<file path="config.mk">
export PLATFORM = sky130hd
export DESIGN_NAME = tank_render
export DESIGN_NICKNAME = d
export VERILOG_FILES = /design/src/rtl/tank_render.sv
export SDC_FILE = /design/constraint.sdc
export NUM_CORES = 1
export LEC_CHECK = 0
export CAP_MARGIN = 15
export CORE_MARGIN = 4
export CORE_UTILIZATION = 55
export DETAILED_ROUTE_END_ITERATION = 10
export HOLD_SLACK_MARGIN = 0.02
export PLACE_DENSITY = 0.86
export SLEW_MARGIN = 20
export SYNTH_ARGS = -nofsm -noshare
export SYNTH_HDL_FRONTEND = slang
export SYNTH_SLANG_ARGS = --single-unit
</file>
<file path="constraint.sdc">
create_clock -name clk -period 5.6 [get_ports clk]
set_input_delay 0.84 -clock clk [delete_from_list [all_inputs] [get_ports clk]]
set_output_delay 0.84 -clock clk [all_outputs]
set_load 0.05 [all_outputs]
</file>
<file path="src/rtl/tank_render.sv">
// Tank sprite renderer: a 32x32 body with a direction-dependent barrel, drawn from active
// registers that only change at frame end. Updates are staged in shadow registers.
module tank_render #(
  parameter logic [10:0] H_DISP       = 11'd640,
  parameter logic [10:0] V_DISP       = 11'd480,
  parameter logic [11:0] BG_COLOR     = 12'h000,
  parameter logic [11:0] BODY_COLOR   = 12'h0F0,
  parameter logic [11:0] BARREL_COLOR = 12'hFF0,
  parameter logic [10:0] INIT_X       = 11'd304,
  parameter logic [10:0] INIT_Y       = 11'd224
) (
  input  logic        clk,
  input  logic        rst,
  input  logic        VGA_request,
  input  logic [10:0] VGA_xpos,
  input  logic [10:0] VGA_ypos,
  output logic [11:0] VGA_data,
  input  logic        upd_valid,
  input  logic [10:0] upd_x,
  input  logic [10:0] upd_y,
  input  logic [1:0]  upd_dir,
  output logic        upd_ready,
  output logic        frame_tick,
  output logic [15:0] frame_cnt
);

  typedef enum logic {StIdle, StPending} state_e;

  state_e      state_q, state_d;
  logic [10:0] act_x_q, act_x_d, act_y_q, act_y_d;
  logic [10:0] shd_x_q, shd_x_d, shd_y_q, shd_y_d;
  logic [1:0]  act_dir_q, act_dir_d, shd_dir_q, shd_dir_d;
  logic        frame_tick_q, frame_tick_d;
  logic [15:0] frame_cnt_q, frame_cnt_d;
  logic [11:0] vga_data_q, vga_data_d;

  logic        fe, hs;
  logic [10:0] dx, dy;
  logic        in_body, in_barrel;
  logic [11:0] pix;

  assign upd_ready  = (state_q == StIdle) && !rst;
  assign fe         = VGA_request && (VGA_xpos == H_DISP - 11'd1) && (VGA_ypos == V_DISP - 11'd1);
  assign hs         = upd_valid && upd_ready;
  assign VGA_data   = vga_data_q;
  assign frame_tick = frame_tick_q;
  assign frame_cnt  = frame_cnt_q;

  always_comb begin
    state_d      = state_q;
    act_x_d      = act_x_q;
    act_y_d      = act_y_q;
    act_dir_d    = act_dir_q;
    shd_x_d      = shd_x_q;
    shd_y_d      = shd_y_q;
    shd_dir_d    = shd_dir_q;
    frame_tick_d = fe;
    frame_cnt_d  = frame_cnt_q + {15'd0, fe};
    unique case (state_q)
      StIdle: begin
        // A handshake on the frame-end cycle waits for the next frame end.
        if (hs) begin
          shd_x_d   = upd_x;
          shd_y_d   = upd_y;
          shd_dir_d = upd_dir;
          state_d   = StPending;
        end
      end
      StPending: begin
        if (fe) begin
          act_x_d   = shd_x_q;
          act_y_d   = shd_y_q;
          act_dir_d = shd_dir_q;
          state_d   = StIdle;
        end
      end
      default: state_d = StIdle;
    endcase
  end

  always_comb begin
    dx      = VGA_xpos - act_x_q;
    dy      = VGA_ypos - act_y_q;
    in_body = (VGA_xpos >= act_x_q) && (VGA_ypos >= act_y_q) && (dx < 11'd32) && (dy < 11'd32);
    unique case (act_dir_q)
      2'd0:    in_barrel = (dx >= 11'd14) && (dx <= 11'd17) && (dy <= 11'd15);
      2'd1:    in_barrel = (dx >= 11'd14) && (dx <= 11'd17) && (dy >= 11'd16);
      2'd2:    in_barrel = (dy >= 11'd14) && (dy <= 11'd17) && (dx <= 11'd15);
      default: in_barrel = (dy >= 11'd14) && (dy <= 11'd17) && (dx >= 11'd16);
    endcase
    if (in_body && in_barrel) pix = BARREL_COLOR;
    else if (in_body)         pix = BODY_COLOR;
    else                      pix = BG_COLOR;
    vga_data_d = VGA_request ? pix : 12'h000;
  end

  always_ff @(posedge clk) begin
    if (rst) begin
      state_q      <= StIdle;
      act_x_q      <= INIT_X;
      act_y_q      <= INIT_Y;
      act_dir_q    <= 2'd0;
      shd_x_q      <= INIT_X;
      shd_y_q      <= INIT_Y;
      shd_dir_q    <= 2'd0;
      frame_tick_q <= 1'b0;
      frame_cnt_q  <= 16'h0000;
      vga_data_q   <= 12'h000;
    end else begin
      state_q      <= state_d;
      act_x_q      <= act_x_d;
      act_y_q      <= act_y_d;
      act_dir_q    <= act_dir_d;
      shd_x_q      <= shd_x_d;
      shd_y_q      <= shd_y_d;
      shd_dir_q    <= shd_dir_d;
      frame_tick_q <= frame_tick_d;
      frame_cnt_q  <= frame_cnt_d;
      vga_data_q   <= vga_data_d;
    end
  end

endmodule

</file>
==> summary.txt, run 1 <==
Count of cell types in the netlist: 45
CTS Hold Buffers Added: 0
Largest net degree at the start of global routing: 50
Dominant cell type by area after synthesis: dfxtp_1
Vias after detailed routing: 3343
Synth Area in Adders: 9.17%
Post-Route WL: 8.77 mm
Commonest non-fill, non-tap cell in the layout: clkdlybuf4s50_1
FMAX: 296 MHz
Starting density of the core: 57.5%
# resized after CTS: 0
Req. time, crit path: 4760 ps
Register area share after synthesis: 36.7%
Slew Limit Fails: 0
Pre-Repair DR Iteration Count: 5
CTS Sinks: 68
Setup TNS: 0 ps
Wire per inst: 14.5 um
Largest family of logic cells by synthesized area: simple AND/OR/NAND/NOR gates
Top post-synthesis cells by area: dfxtp_1, ha_1, mux2i_1, nand2_1, o21ai_0
# H-tree levels: 3
Crit. Startpoint: rst
Hold_ws: 464 ps
Initial antenna violation count: 0
Die outline height: 90.2 um
Max-cap violations: 0
Critical path class: input port to output pin
Commonest cells after routing, fill and taps aside: clkdlybuf4s50_1, dfxtp_1, nand2_1
Critical Path Sink Type: output pin
Compound-gate portion of the synthesized area: 11.3%
Top fanout value on the critical path: 44
Area added between synthesis and finish: 25.3%
Setup violators final: 0
Post-route minimum period: 3380 ps
Critical Path Source Type: input port
Worst r2r src: act_y_q[0]$_SDFFE_PP0P_
Residual DRC: 0
Synth top area share: 36.7%
Cell count after synthesis: 457
Pleak: 1.98 nW
Via/cell ratio: 5.51
Gpl congestion: 0.896
Normalized max-slew margin: 65.1%
RSZ-0062 raised after global routing: no
Crit Reg-Reg Endpoint: VGA_data[10]$_SDFF_PP0_
Nets: 601
# port buffers: 75
Synth warnings: 0
CTS tree: yes
Die area: 0.00813 mm^2
Hpwl dp: 6.56 mm
Cell row count: 29
Clock skew: 6.57 ps
Synth Area in XOR/XNOR: 4.95%
Yosys reg bits: 68
Worst-Skew Late Latency: 330 ps
Clock Path Buffers: 2
R2r worst-path depth: 10
Ys async rst share: 0%
Crit path to: upd_ready
DR iter-0 viols: 194
Share of cell area taken by muxes after synthesis: 8.09%
Top FF cell, synth: dfxtp_1
Layout cells sized above 1: 4.91%
Die W: 90.2 um
Result of the run: finished, final reports clean
Hold Crit Class: flip-flop to flip-flop
I/O pins: 80
Hold Vio Cnt, Final: 0
Global-route wire length before repair: 14.5 mm
Simple-Gate Fraction of Synth Area: 22.6%
Worst VDD drop: 0.000250 V
PwrDens: 220 mW/mm^2
Worst Tran Pin Value: 522 ps
Post-CTS setup buffer count: 0
Tcrit/Tclk final: 60.3%
Final ANT Viol Nets: 0
Gr usage total: 21.7%
Mapped Area: 0.00371 mm^2
Total CTS buffers: 9
Clock slew at reported path FFs: 70 ps
Syn avg cell area: 8.12 um^2
Ant. Diodes: 0
GRT Residual Overflow: 0
Number of global-route vias before repair: 3279
Clock root buffer: clkbuf_8
CP arrival: 2540 ps
Core footprint: 0.00646 mm^2
R2R Setup Slk: 3150 ps
EDFF count, synth: 0
critical path, cell delays in order:
cell and delay [ps]:
clkdlybuf4s50_1 460, buf_4 400, nor2_1 100, clkdlybuf4s50_1 720
flip-flops by register name (all words and copies together) (netlist names), 2 cells and up:
| signal | cells |
|---|---|
| shd_x_q | 11 |
| shd_y_q | 11 |
| act_x_q | 11 |
| act_dir_q | 2 |
| shd_dir_q | 2 |
| VGA_data | 2 |
| frame_cnt | 16 |
| act_y_q | 11 |
stage by stage:
stage | cell area [um^2] | utilization (%) | setup WS [ps] | instances | power, mW
floorplan | 3720 | - | 2770 | 460 | 0.603
global placement | 4460 | 69.1 | 2210 | 591 | 0.655
detailed placement | 4460 | 69.1 | 2100 | 591 | 0.660
CTS | 4650 | 72.0 | 2210 | 607 | 1.03
global route | 4650 | 72.0 | 2110 | 607 | 1.07
finish | 4650 | 72.0 | 2220 | 607 | 1.03
power breakdown:
| group | internal (mW) | switching (mW) |
|---|---|---|
| Combinational | 0.0685 | 0.0738 |
| Clock | 0.196 | 0.176 |
| Sequential | 0.500 | 0.0101 |
cells by family (layout without fill, tap and decap cells):
logic type | Yosys count | after routing
AOI/OAI and AO/OA | 75 | 75
xor gates and xnor gates | 21 | 21
buffers and inverters | 59 | 129
and+or+nand+nor | 177 | 177
adders and majority gates | 26 | 26
other | 1 | 4
muxes | 30 | 30
DFF | 68 | 68
layer usage:
layer	global-route usage [%]	share of wire [%]	up-vias
li1	-	-	1672
met1	26.4	44	1517
met2	36.7	48	135
met3	5.68	6.7	19
met4	8.16	2.1	0
met5	0	0	-
cell type report:
type | count | area [um^2]
Fill cell | 501 | 1810
Sequential cell | 68 | 1360
Multi-Input combinational cell | 333 | 2100
Clock buffer | 13 | 169
Inverter | 35 | 131
Timing Repair Buffer | 78 | 773
Tap cell | 77 | 96.3
Clock inverter | 3 | 20.0
Yosys cell counts (all sizes together), types with 4 or more instances:
cell type and number:
inv 35, o21ai 43, dfxtp 68, nor2 51, or3 8, nor3 9, mux2i 30, buf 12
a21oi 16, xnor2 11, clkbuf 12, and3 5, ha 24, nand2 68, xor2 10, and4b 4
nand3 14
worst min-delay path by stage:
stage	startpoint	endpoint	slack (ps)	cells after the start
after floorplan	shd_dir_q[0]$_SDFFE_PP0P_	shd_dir_q[0]$_SDFFE_PP0P_	440	2
after global placement	shd_x_q[7]$_SDFFE_PP0P_	shd_x_q[7]$_SDFFE_PP0P_	450	2
after detailed placement	shd_dir_q[1]$_SDFFE_PP0P_	shd_dir_q[1]$_SDFFE_PP0P_	450	2
after CTS	shd_x_q[1]$_SDFFE_PP0P_	shd_x_q[1]$_SDFFE_PP0P_	460	2
after global routing	shd_dir_q[1]$_SDFFE_PP0P_	shd_dir_q[1]$_SDFFE_PP0P_	480	2
final	shd_x_q[2]$_SDFFE_PP0P_	shd_x_q[2]$_SDFFE_PP0P_	460	2
Power figures use the tool's default switching activity.
==> inputs of run 2 (changes only) <==
- CORE_UTILIZATION: 55 -> 46
- PLACE_DENSITY: 0.86 -> 0.76
- clock period: 5.6 -> 2.7 ns (I/O delays scaled with it)
==> run 2 against run 1 <==
Compared with the run above:
- clock power increased to 2.9 times the previous value
- die area increased by 18%
- wire length increased by 5.8%
- global-route usage decreased by 2.5 points
- highest routed layer unchanged
- critical path type is now input port to flip-flop
- largest power group is now the clock network
- core utilization decreased by 7.7 points
- count of clock-buffer cells in the layout decreased by 4
- sequential share of layout area decreased by 2.0 points
==> summary.txt, run 2 (same netlist as run 1, synthesis figures left out) <==
Final ANT Viol Nets: 0
Cell row count: 32
Combined flip-flop and latch cell area: 0.00136 mm^2
Comb pwr share: 13.2%
GR peak layer: met2
Number of global-route vias before repair: 3271
Critical path class: input port to flip-flop
CP max-delay cell: clkdlybuf4s50_1
CP delay by family, top: compound AO/OA/AOI/OAI gates
GRT Residual Overflow: 0
Worst VDD drop: 0.000370 V
Ant. Diodes: 0
R2R Setup Slk: 340 ps
Normalized max-slew margin: 66.1%
Met1 Track Usage GR: 23.6%
Met3 Track Usage GR: 4.21%
Die area: 0.00957 mm^2
Post-place setup slack: -229 ps
Filler cell count: 681
Global-route wire length before repair: 15.1 mm
Vias after detailed routing: 3419
Cell-internal power: 1.91 mW
Hold Crit Class: flip-flop to flip-flop
DR iter-0 viols: 153
Crit Reg-Reg Endpoint: VGA_data[7]$_SDFF_PP0_
Final setup slack of the worst path: 151 ps
Post-route minimum period: 2550 ps
Area added between synthesis and finish: 34.6%
Core footprint: 0.00777 mm^2
Clock skew: 11.5 ps
Wire per inst: 14.2 um
Layout cells sized above 1: 10.5%
Largest register FFs: 16
Worst-Skew Late Latency: 330 ps
R2r worst-path depth: 10
Gr usage total: 19.2%
PwrDens: 493 mW/mm^2
# port buffers: 75
Worst path depth: 12
Commonest non-fill, non-tap cell in the layout: clkdlybuf4s50_1
Buf+Inv Stages, Crit Path: 3
Design Power: 2.46 mW
Hold_ws: 460 ps
# H-tree levels: 3
Die outline height: 97.8 um
Post-route cell area: 0.00500 mm^2
Nets: 626
GR Layer Usage met2: 32.4%
CTS tree: yes
Hpwl dp: 7.10 mm
Largest stage delay, worst path: 430 ps
Initial antenna violation count: 0
Crit. Startpoint: VGA_ypos[0]
Hold Vio Cnt, Final: 0
CTS Sinks: 68
Clock share of power: 43.9%
Tcrit/Tclk final: 94.4%
CTS Hold Buffers Added: 0
Clock slew at reported path FFs: 70 ps
Residual DRC: 0
Pre-Repair DR Iteration Count: 4
Req. time, crit path: 2930 ps
Starting density of the core: 47.8%
Max-cap violations: 0
Largest net degree at the start of global routing: 50
Total CTS buffers: 9
Critical Path Source Type: input port
Clock Path Buffers: 2
CP arrival: 2780 ps
Pleak: 2.16 nW
Gpl congestion: 0.920
Post-Route WL: 9.29 mm
Slew Limit Fails: 0
Commonest cells after routing, fill and taps aside: clkdlybuf4s50_1, dfxtp_1, nand2_1
Clock root buffer: clkbuf_8
Reg power frac: 42.9%
Sw Ratio: 22.6%
Worst Tran Pin Value: 507 ps
Switching pwr: 0.556 mW
Cell Area, Placed: 0.00470 mm^2
Multi-input gate area: 0.00213 mm^2
Crit path to: VGA_data[7]$_SDFF_PP0_
Worst r2r src: act_y_q[0]$_SDFFE_PP0P_
Critical Path Sink Type: flip-flop
FMAX: 392 MHz
I/O pins: 80
Die W: 97.8 um
Critical path, cell by cell: clkdlybuf4s50_1 -> inv_1 -> ha_1 -> inv_1 -> fa_1 -> a211oi_2 -> o21ai_0 -> and2_1 -> o41a_1 -> xnor2_1 -> and3_1 -> and3_1
Via/cell ratio: 5.21
Result of the run: finished, final reports clean
Top fanout value on the critical path: 2
Setup violators final: 0
==> run 2: how the worst min path moves through the flow <==
stage	startpoint	endpoint	slack (ps)	cells after the start
final	shd_y_q[1]$_SDFFE_PP0P_	shd_y_q[1]$_SDFFE_PP0P_	460	2
after global routing	shd_y_q[2]$_SDFFE_PP0P_	shd_y_q[2]$_SDFFE_PP0P_	480	2
after CTS	shd_y_q[1]$_SDFFE_PP0P_	shd_y_q[1]$_SDFFE_PP0P_	460	2
after detailed placement	shd_y_q[1]$_SDFFE_PP0P_	shd_y_q[1]$_SDFFE_PP0P_	450	2
after global placement	shd_y_q[2]$_SDFFE_PP0P_	shd_y_q[2]$_SDFFE_PP0P_	450	2
after floorplan	shd_dir_q[0]$_SDFFE_PP0P_	shd_dir_q[0]$_SDFFE_PP0P_	440	2
==> run 2: layout make-up <==
cell class / instances / area share [%]
inverters: 35 / 2.63
clock buffers: 9 / 2.48
multi-input cells: 333 / 42.6
repair buffers: 103 / 19.7
flip-flops and latches: 68 / 27.2
clock inverters: 6 / 2.75
well taps: 102 / 2.55
==> run 2: tightest hold or removal path, delay by kind of cell, from the launching register on <==
| family | cells | cell delay [ps] |
|---|---|---|
| AND/OR/NAND/NOR | 1 | 50 |
| AO/OA/AOI/OAI | 1 | 60 |
| flip-flops | 1 | 310 |
==> run 2: metal layers <==
metal  wire [um]  vias up
met2        4540      106
met1        4080     1576
li1            -     1719
met5           0        -
met3         439       18
met4         226        0
==> run 2: what timing repair did <==
item,4_1_cts,5_1_grt
gates resized for setup,0,7
endpoints found under the setup margin,0,3
buffers inserted,0,0
==> run 2: metrics by stage <==
stage / std cells / util, % / setup TNS [ps]
2_1_floorplan: 460 / - / 0
3_3_place_gp: 641 / 60.6 / -510
3_5_place_dp: 641 / 60.6 / -700
4_1_cts: 656 / 63.9 / 0
5_1_grt: 656 / 64.3 / -13.0
6_report: 656 / 64.3 / 0
==> run 2: power groups by stage <==
stage                     combinational, mW  clock (mW)  sequential [mW]
after CTS                             0.322        1.09             1.06
after global routing                  0.357        1.14             1.06
after detailed placement              0.320           0             1.08
after floorplan                       0.179           0             1.07
after global placement                0.313           0             1.08
final                                 0.326        1.08             1.06
